$ cat config.mk
export PLATFORM = sky130hd
export DESIGN_NAME = serial_word_deserializer
export DESIGN_NICKNAME = d
export VERILOG_FILES = /design/src/rtl/deser_pkg.sv /design/src/rtl/deser_bit_counter.sv /design/src/rtl/serial_word_deserializer.sv
export SDC_FILE = /design/constraint.sdc
export NUM_CORES = 1
export LEC_CHECK = 0
export CAP_MARGIN = 30
export CELL_PAD_IN_SITES_DETAIL_PLACEMENT = 1
export CELL_PAD_IN_SITES_GLOBAL_PLACEMENT = 1
export CORE_UTILIZATION = 35
export DETAILED_ROUTE_END_ITERATION = 7
export GPL_TIMING_DRIVEN = 0
export PLACE_DENSITY = 0.69
export REMOVE_ABC_BUFFERS = 1
export SYNTH_ARGS = -nofsm -noshare
export SYNTH_HDL_FRONTEND = slang
export SYNTH_SLANG_ARGS = --single-unit
export TNS_END_PERCENT = 1
$ cat constraint.sdc
create_clock -name clk -period 1.6 [get_ports clk]
set_input_delay 0.24 -clock clk [delete_from_list [all_inputs] [get_ports clk]]
set_output_delay 0.24 -clock clk [all_outputs]
set_load 0.02 [all_outputs]
$ cat src/rtl/deser_pkg.sv
// Shared types and helpers for the serial word deserializer.
package deser_pkg;

  typedef enum logic [1:0] {
    IDLE  = 2'd0,
    SHIFT = 2'd1,
    DONE  = 2'd2
  } state_e;

  localparam logic MSB_FIRST = 1'b1;
  localparam logic LSB_FIRST = 1'b0;

  function automatic int cnt_w(input int n);
    return $clog2(n + 2);
  endfunction

endpackage

$ cat src/rtl/deser_bit_counter.sv
// Bit counter for one frame; tc_o flags that the next accepted bit ends the frame.
// With DESER_PARITY_CHECK_EN the frame is N data bits plus one parity bit.
module deser_bit_counter
  import deser_pkg::*;
#(
  parameter int N = 4
) (
  input  logic clk,
  input  logic rst,
  input  logic clear_i,
  input  logic load_one_i,
  input  logic inc_i,
  output logic tc_o
);

  localparam int CW = cnt_w(N);
`ifdef DESER_PARITY_CHECK_EN
  localparam int TC = N + 1;
`else
  localparam int TC = N;
`endif

  logic [CW-1:0] cnt_q;

  // A restart (load_one) wins over clear so a sof on the final bit slot starts cleanly.
  always_ff @(posedge clk or posedge rst) begin
    if (rst)             cnt_q <= '0;
    else if (load_one_i) cnt_q <= CW'(1);
    else if (clear_i)    cnt_q <= '0;
    else if (inc_i)      cnt_q <= cnt_q + CW'(1);
  end

  assign tc_o = (cnt_q == CW'(TC - 1));

endmodule

$ cat src/rtl/serial_word_deserializer.sv
// Framed serial-to-parallel deserializer with valid/ready output, frame restart
// and overrun flags. Optional trailing even parity via DESER_PARITY_CHECK_EN.
module serial_word_deserializer
  import deser_pkg::*;
#(
  parameter int N = 4
) (
  input  logic         clk,
  input  logic         rst,
  input  logic         bit_in,
  input  logic         bit_valid,
  input  logic         sof,
  input  logic         msb_first,
  output logic [N-1:0] data_out,
  output logic         out_valid,
  input  logic         out_ready,
  output logic         frame_err,
  output logic         overrun,
  output logic         parity_err
);

  state_e       state_q;
  logic [N-1:0] sreg_q, data_q;
  logic         valid_q, ferr_q, ovr_q, msbf_q;
  logic [N-1:0] shift_d, first_d, word_d;
  logic         hs, accept_sof, bit_cnt, tc;

  assign hs         = valid_q && out_ready;
  assign accept_sof = bit_valid && sof && (state_q != DONE || hs);
  assign bit_cnt    = (state_q == SHIFT) && bit_valid && !sof;

  always_comb begin
    shift_d = (msbf_q == MSB_FIRST) ? {sreg_q[N-2:0], bit_in} : {bit_in, sreg_q[N-1:1]};
    first_d = (msb_first == MSB_FIRST) ? {{(N-1){1'b0}}, bit_in} : {bit_in, {(N-1){1'b0}}};
  end

`ifdef DESER_PARITY_CHECK_EN
  // The last bit is parity: the word is already complete in sreg_q.
  assign word_d = sreg_q;
  logic perr_q;
  always_ff @(posedge clk or posedge rst) begin
    if (rst)                                 perr_q <= 1'b0;
    else if (bit_cnt && tc)                  perr_q <= ^sreg_q ^ bit_in;
    else if (state_q == DONE && hs)          perr_q <= 1'b0;
  end
  assign parity_err = perr_q;
`else
  assign word_d     = shift_d;
  assign parity_err = 1'b0;
`endif

  deser_bit_counter #(.N(N)) u_cnt (
    .clk       (clk),
    .rst       (rst),
    .clear_i   (bit_cnt && tc),
    .load_one_i(accept_sof),
    .inc_i     (bit_cnt),
    .tc_o      (tc)
  );

  always_ff @(posedge clk or posedge rst) begin
    if (rst) begin
      state_q <= IDLE;
      sreg_q  <= '0;
      data_q  <= '0;
      valid_q <= 1'b0;
      ferr_q  <= 1'b0;
      ovr_q   <= 1'b0;
      msbf_q  <= LSB_FIRST;
    end else begin
      ferr_q <= 1'b0;
      case (state_q)
        IDLE: if (bit_valid && sof) begin
          sreg_q  <= first_d;
          msbf_q  <= msb_first;
          state_q <= SHIFT;
        end
        SHIFT: if (bit_valid) begin
          if (sof) begin
            sreg_q <= first_d;
            msbf_q <= msb_first;
            ferr_q <= 1'b1;
          end else if (tc) begin
            data_q  <= word_d;
            valid_q <= 1'b1;
            state_q <= DONE;
          end else begin
            sreg_q <= shift_d;
          end
        end
        DONE: if (hs) begin
          valid_q <= 1'b0;
          if (bit_valid && sof) begin
            sreg_q  <= first_d;
            msbf_q  <= msb_first;
            state_q <= SHIFT;
          end else begin
            state_q <= IDLE;
          end
        end else if (bit_valid) begin
          ovr_q <= 1'b1;
        end
        default: state_q <= IDLE;
      endcase
    end
  end

  assign data_out  = data_q;
  assign out_valid = valid_q;
  assign frame_err = ferr_q;
  assign overrun   = ovr_q;

endmodule

# After elaboration in Yosys (flattened, before gate mapping)
# Index checks and enable logic that the tools add are counted.
[word_totals]
regBits = 17
inputBits = 7
[op_classes]
addsub = 1
n_eq_ne = 11
mux = 31
bitwise_logic = 2
reduce_logical = 18
[ops]
columns = ["cell", "n"]
rows = [
  ["$mux W4", 7],
  ["$ne A2 B2 Y1 const B", 7],
  ["$mux W1", 12],
  ["$pmux W4 S3", 1],
  ["$reduce_and A4 Y1", 3],
  ["$mux W2", 5],
  ["$reduce_and A5 Y1", 2],
  ["$mux W3", 3],
  ["$logic_and A1 B1 Y1", 6],
  ["$pmux W2 S3", 1],
  ["$reduce_bool A3 Y1", 2],
  ["$add A3 B1 Y3 const B", 1],
  ["$eq A3 B2 Y1 const B", 1],
  ["$ne A3 B3 Y1 const B", 1],
  ["$pmux W1 S3", 1],
  ["$reduce_and A3 Y1", 1],
  ["$eq A2 B1 Y1 const B", 1],
  ["$eq A2 B2 Y1 const B", 1],
  ["$logic_not A2 Y1", 1],
  ["$not A1 Y1", 2],
  ["$pmux W1 S2", 1],
  ["$reduce_bool A2 Y1", 1],
  ["$logic_not A1 Y1", 1],
  ["$logic_or A1 B1 Y1", 1],
]

# Logic depth before layout (Yosys ltp)
# Gate-level depths: netlist of the first run.
[depth]
word_depth = 6
mapped_depth = 5
depth_no_buf = 5

# Modules after synthesis
# From an unflattened synthesis of the first run, not the netlist that was laid out.
[hier_totals]
hier_cells = 73
hier_area_um2 = 870.8
[by_module_without_submodules]
columns = ["mod", "n_inst", "cells_each", "area_per_inst_um2", "seq_area_each_um2"]
rows = [
  ["serial_word_deserializer", 1, 60, 718.2, 350.3],
  ["deser_bit_counter", 1, 13, 152.6, 75.1],
]

# Worst setup path after synthesis of the first run
# Ideal clock, no wire load.
[synth_path]
path_kind = "reg2reg"
from = "reg u_cnt.cnt_q[0]"
to = "reg sreg_q[0]"
setup_ns = 0.125
t_arrival_ns = 1.455
slack_ns = 0.020
stages_incl_launch_ff = 6
n_path_buf = 0
synth_period_minus_slack_ns = 1.580
path_cell_list = "dfrtp_1 ha_1 nand2b_1 nand3_1 a221o_1 mux2_4"
[synth_via]
elab_chain_len = 3
[synth_lines]
columns = ["item", "line", "source"]
rows = [
  ["start, declared", "deser_bit_counter.sv:23", "logic [CW-1:0] cnt_q;"],
  ["start signal, assigned", "deser_bit_counter.sv:30", "else if (inc_i) cnt_q <= cnt_q + CW'(1);"],
  ["$eq A3 B2 Y1", "deser_bit_counter.sv:33", "assign tc_o = (cnt_q == CW'(TC - 1));"],
  ["$ne A3 B3 Y1 (no line)", "--", ""],
  ["$reduce_and A4 Y1 (no line)", "--", ""],
  ["end signal, assigned", "serial_word_deserializer.sv:74", "sreg_q <= first_d;"],
  ["end signal, assigned", "serial_word_deserializer.sv:80", "sreg_q <= first_d;"],
  ["end signal, assigned", "serial_word_deserializer.sv:88", "sreg_q <= shift_d;"],
  ["end, declared", "serial_word_deserializer.sv:23", "logic [N-1:0] sreg_q, data_q;"],
]
# No other way between the ends.
# A chain may end at the register's enable or synchronous reset.

# Worst setup path in the final report of the first run
[layout_path]
from = "reg state_q[1]"
to = "reg sreg_q[3]"
[layout_via]
elab_chain_len = 3
[layout_lines]
columns = ["item", "line", "source"]
rows = [
  ["start, declared", "serial_word_deserializer.sv:22", "state_e state_q;"],
  ["start signal, assigned", "serial_word_deserializer.sv:63", "state_q <= IDLE;"],
  ["start signal, assigned", "serial_word_deserializer.sv:76", "state_q <= SHIFT;"],
  ["start signal, assigned", "serial_word_deserializer.sv:86", "state_q <= DONE;"],
  ["$eq A2 B1 Y1, or another cell as far along", "serial_word_deserializer.sv:72", "case (state_q)"],
  ["$ne A3 B3 Y1 (no line), or another cell as far along", "--", ""],
  ["$reduce_and A4 Y1 (no line)", "--", ""],
]
# Parallel ways exist; a longest one is shown, timed or not.

==> summary.md, run 1 <==
| Metric | Value |
|---|---|
| Outcome | `completed` |
| F_max | `628 MHz` |
| Pleak | `0.501 nW` |
| Maximum VDD drop | `about 730 uV` |
| Yosys top cell by area | `dfrtp_1` |
| Cell variety after synth | `23` |
| Worst skew pair latency | `roughly 0.28 ns` |
| Most common library cells after synthesis | `dfrtp_1 (17), nand2_1 (8), mux2i_1 (7), nor2_1 (6)` |
| Mapped Cells | `74` |
| Required @ worst endpoint | `~1.8 ns` |
| Area delta synth->final | `27.0%` |
| Die Width | `approximately 50 um` |
| Worst hold path class | `primary input to async pin` |
| Core ar. | `2230 um^2` |
| Layout Nets | `just over 100` |
| Top cell type's share of synthesized area | `51.0%` |
| Critical path class | `flop to flop` |
| Measured slew at the worst slew-check pin | `0.647 ns` |
| Final min period | `about 1.6 ns` |
| Crit path DAT | `approximately 1.8 ns` |
| Setup TNS | `0 ns` |
| Avg Inst Size Synth | `roughly 11 um^2` |
| Vias per cell | `between 4 and 5` |
| Post-DRT Antenna Nets | `0` |
| Drc violations | `0` |
| Num CTS Buffers | `3` |
| Clock sinks | `17` |
| Design area | `around 1100 um^2` |
| Post-synth EDFFs | `0` |
| Critical-path maximum fanout | `4` |
| Final setup vio count | `0` |
| WL final | `roughly 1700 um` |
| Met1 usage | `between 10% and 20%` |
| Die Footprint | `about 2600 um^2` |
| Antenna cells | `0` |
| Met2 Use GR | `27.1%` |
| Detailed Routing Iterations Pass 1 | `3` |
| Total power | `1.61 mW` |
| Clock skew | `0.00328 ns` |
| CTS clk-pin slew, worst paths | `0.10 ns` |
| Die height | `slightly above 50 um` |
| Worst setup SP type | `flop` |
| YS warnings | `0` |
| FF-to-FF setup slack | `just under 0.007 ns` |
| Synth Flop Type | `dfrtp_1` |
| Seq/Total Area, Yosys | `approximately 51%` |
| Vias in the first global route | `between 600 and 700` |
| Rel. slew slack | `about 57%` |
| Clock Path Buffers | `2` |
| Count of pins over their slew limit | `0` |
| Total Routing Usage GR | `between 10% and 20%` |
| Worst hold slack | `0.332 ns` |
| GP Congestion | `~0.70` |
| CP endpoint kind | `flop` |
| Most common cell in the netlist | `dfrtp_1` |
| CTS Root Cell | `clkbuf_4` |
| Vias | `around 600` |
| MaxCap Viol Count | `0` |
| First-pass GRT wire length | `about 2900 um` |
| CTS tree | `done` |
| CTS Hold Bufs | `0` |
| Avg WL per Cell | `roughly 14 um` |
| Synth Register Bits | `17` |
| Port Buffer Count | `13` |
| RSZ-0062 raised after global routing | `true` |
| Share of layout cells above drive strength 1 | `17.2%` |
| FFs w/ async S/R, synth | `100%` |
| Total power divided by cell area | `about 1500 nW/um^2` |
| I/O pin cnt | `15` |
| Final count of hold timing violations | `0` |
| Final period util | `99.6%` |
| Ranking of synthesized cells by area | `dfrtp_1 (51%), mux2i_1 (8.4%), mux2_1 (6.7%)` |
| DP HPWL | `around 1200 um` |
| Total gr overflow | `0` |
| GR met3 Demand/Resource | `about 3.0%` |
| Placed inst area | `992 um^2` |
| Core Rows | `17` |
| H-tree Lvls | `1` |
| Most used routing layer | `met2` |
| Mapped Area | `between 800 and 900 um^2` |
| First DRT Iteration DRCs | `4` |
| Largest net degree at the start of global routing | `18` |
| Starting Density | `between 30% and 40%` |
| Antenna violations before repair | `0` |
## sequential cells by signal, indices dropped and copies added (netlist names)
register,flops
data_out,4
frame_err,1
msbf_q,1
out_valid,1
overrun,1
sreg_q,4
state_q,2
u_cnt.cnt_q,3
## metrics by stage
stage               utilization, %  cells  setup slack (ns)
floorplan                        -     73            0.0201
global placement              44.4    114            -0.218
detailed placement            44.4    114            -0.249
CTS                           47.1    121           0.00292
global route                  47.5    121           -0.0715
finish                        47.5    121           0.00681
## where the power goes
part	total, mW	internal, mW	switching [mW]
combinational	0.698	0.365	0.333
clock	0.228	0.0968	0.131
sequential	0.685	0.574	0.111
total	1.61	1.04	0.575
## layout make-up
cell class	count	area, um^2
clock buffer	4	26.3
fill	257	1170
inverter	5	18.8
multi-input combinational	51	399
sequential	17	425
tap	28	35.0
timing repair buffer	16	155
## final timing paths
| path | from | end | cells past startpoint |
|---|---|---|---|
| worst max-delay path | state_q[1] | sreg_q[3] | 4 |
| worst min-delay path | rst | u_cnt.cnt_q[1] | 2 |
| worst max register to register | state_q[1] | sreg_q[3] | 4 |
| worst min register to register | overrun | overrun | 1 |
| max in group asynchronous | rst | state_q[0] | 2 |
| min in group clk | overrun | overrun | 1 |
## routing by layer
layer | share of wire [%] | vias to the layer above | routed length [um]
met5 | 0 | - | 0
met4 | 2.0 | 0 | 34
met3 | 3.2 | 4 | 53
met2 | 49 | 13 | 811
met1 | 46 | 291 | 762
li1 | - | 289 | -
## timing repair
action | CTS | global route
pin swaps | 2 | 0
setup buffers | 3 | 0
setup endpoints to repair | 2 | 8
resized for setup | 4 | 2
## cell usage in the layout, fill, tap and decap left out
master,n
o21a_1,1
clkbuf_4,3
mux2_1,5
clkdlybuf4s50_1,12
a211oi_1,2
mux2_2,2
nor2b_1,3
nor2_4,2
a21boi_4,1
mux2i_1,7
ha_2,1
dlymetal6s2s_1,1
nand2_2,1
mux2_4,2
inv_1,5
clkbuf_1,1
a21o_1,1
nand2b_1,4
dfrtp_1,17
nor3_1,1
nand3_1,1
a221o_2,1
conb_1,1
nand2_1,8
buf_4,3
nor2_1,5
o21ai_0,2
## cell families after synthesis
| logic type | Yosys count | share of synthesized area, % |
|---|---|---|
| other | 1 | 0.449 |
| AO/OA/AOI/OAI | 8 | 8.25 |
| buffers and inverters | 6 | 3.15 |
| flip-flops | 17 | 51.0 |
| AND/OR/NAND/NOR | 25 | 14.2 |
| adder cells (fa/ha/maj) | 1 | 1.50 |
| multiplexers | 16 | 21.4 |
## worst max-delay path, stage by stage (launching register included)
cell and delay, ns:
dfrtp_1 0.41, nand2b_1 0.27, nor2_4 0.19, mux2_2 0.35, mux2_4 0.27
Note: power is estimated with default switching activity, not from simulation.
==> inputs of run 2 (changes only) <==
- ABC_CLOCK_PERIOD_IN_PS: not set -> 1600
- CTS_CLUSTER_DIAMETER: not set -> 150
==> results of run 2 <==
No change in the layout: final DEF, timing and power equal those of run 1.
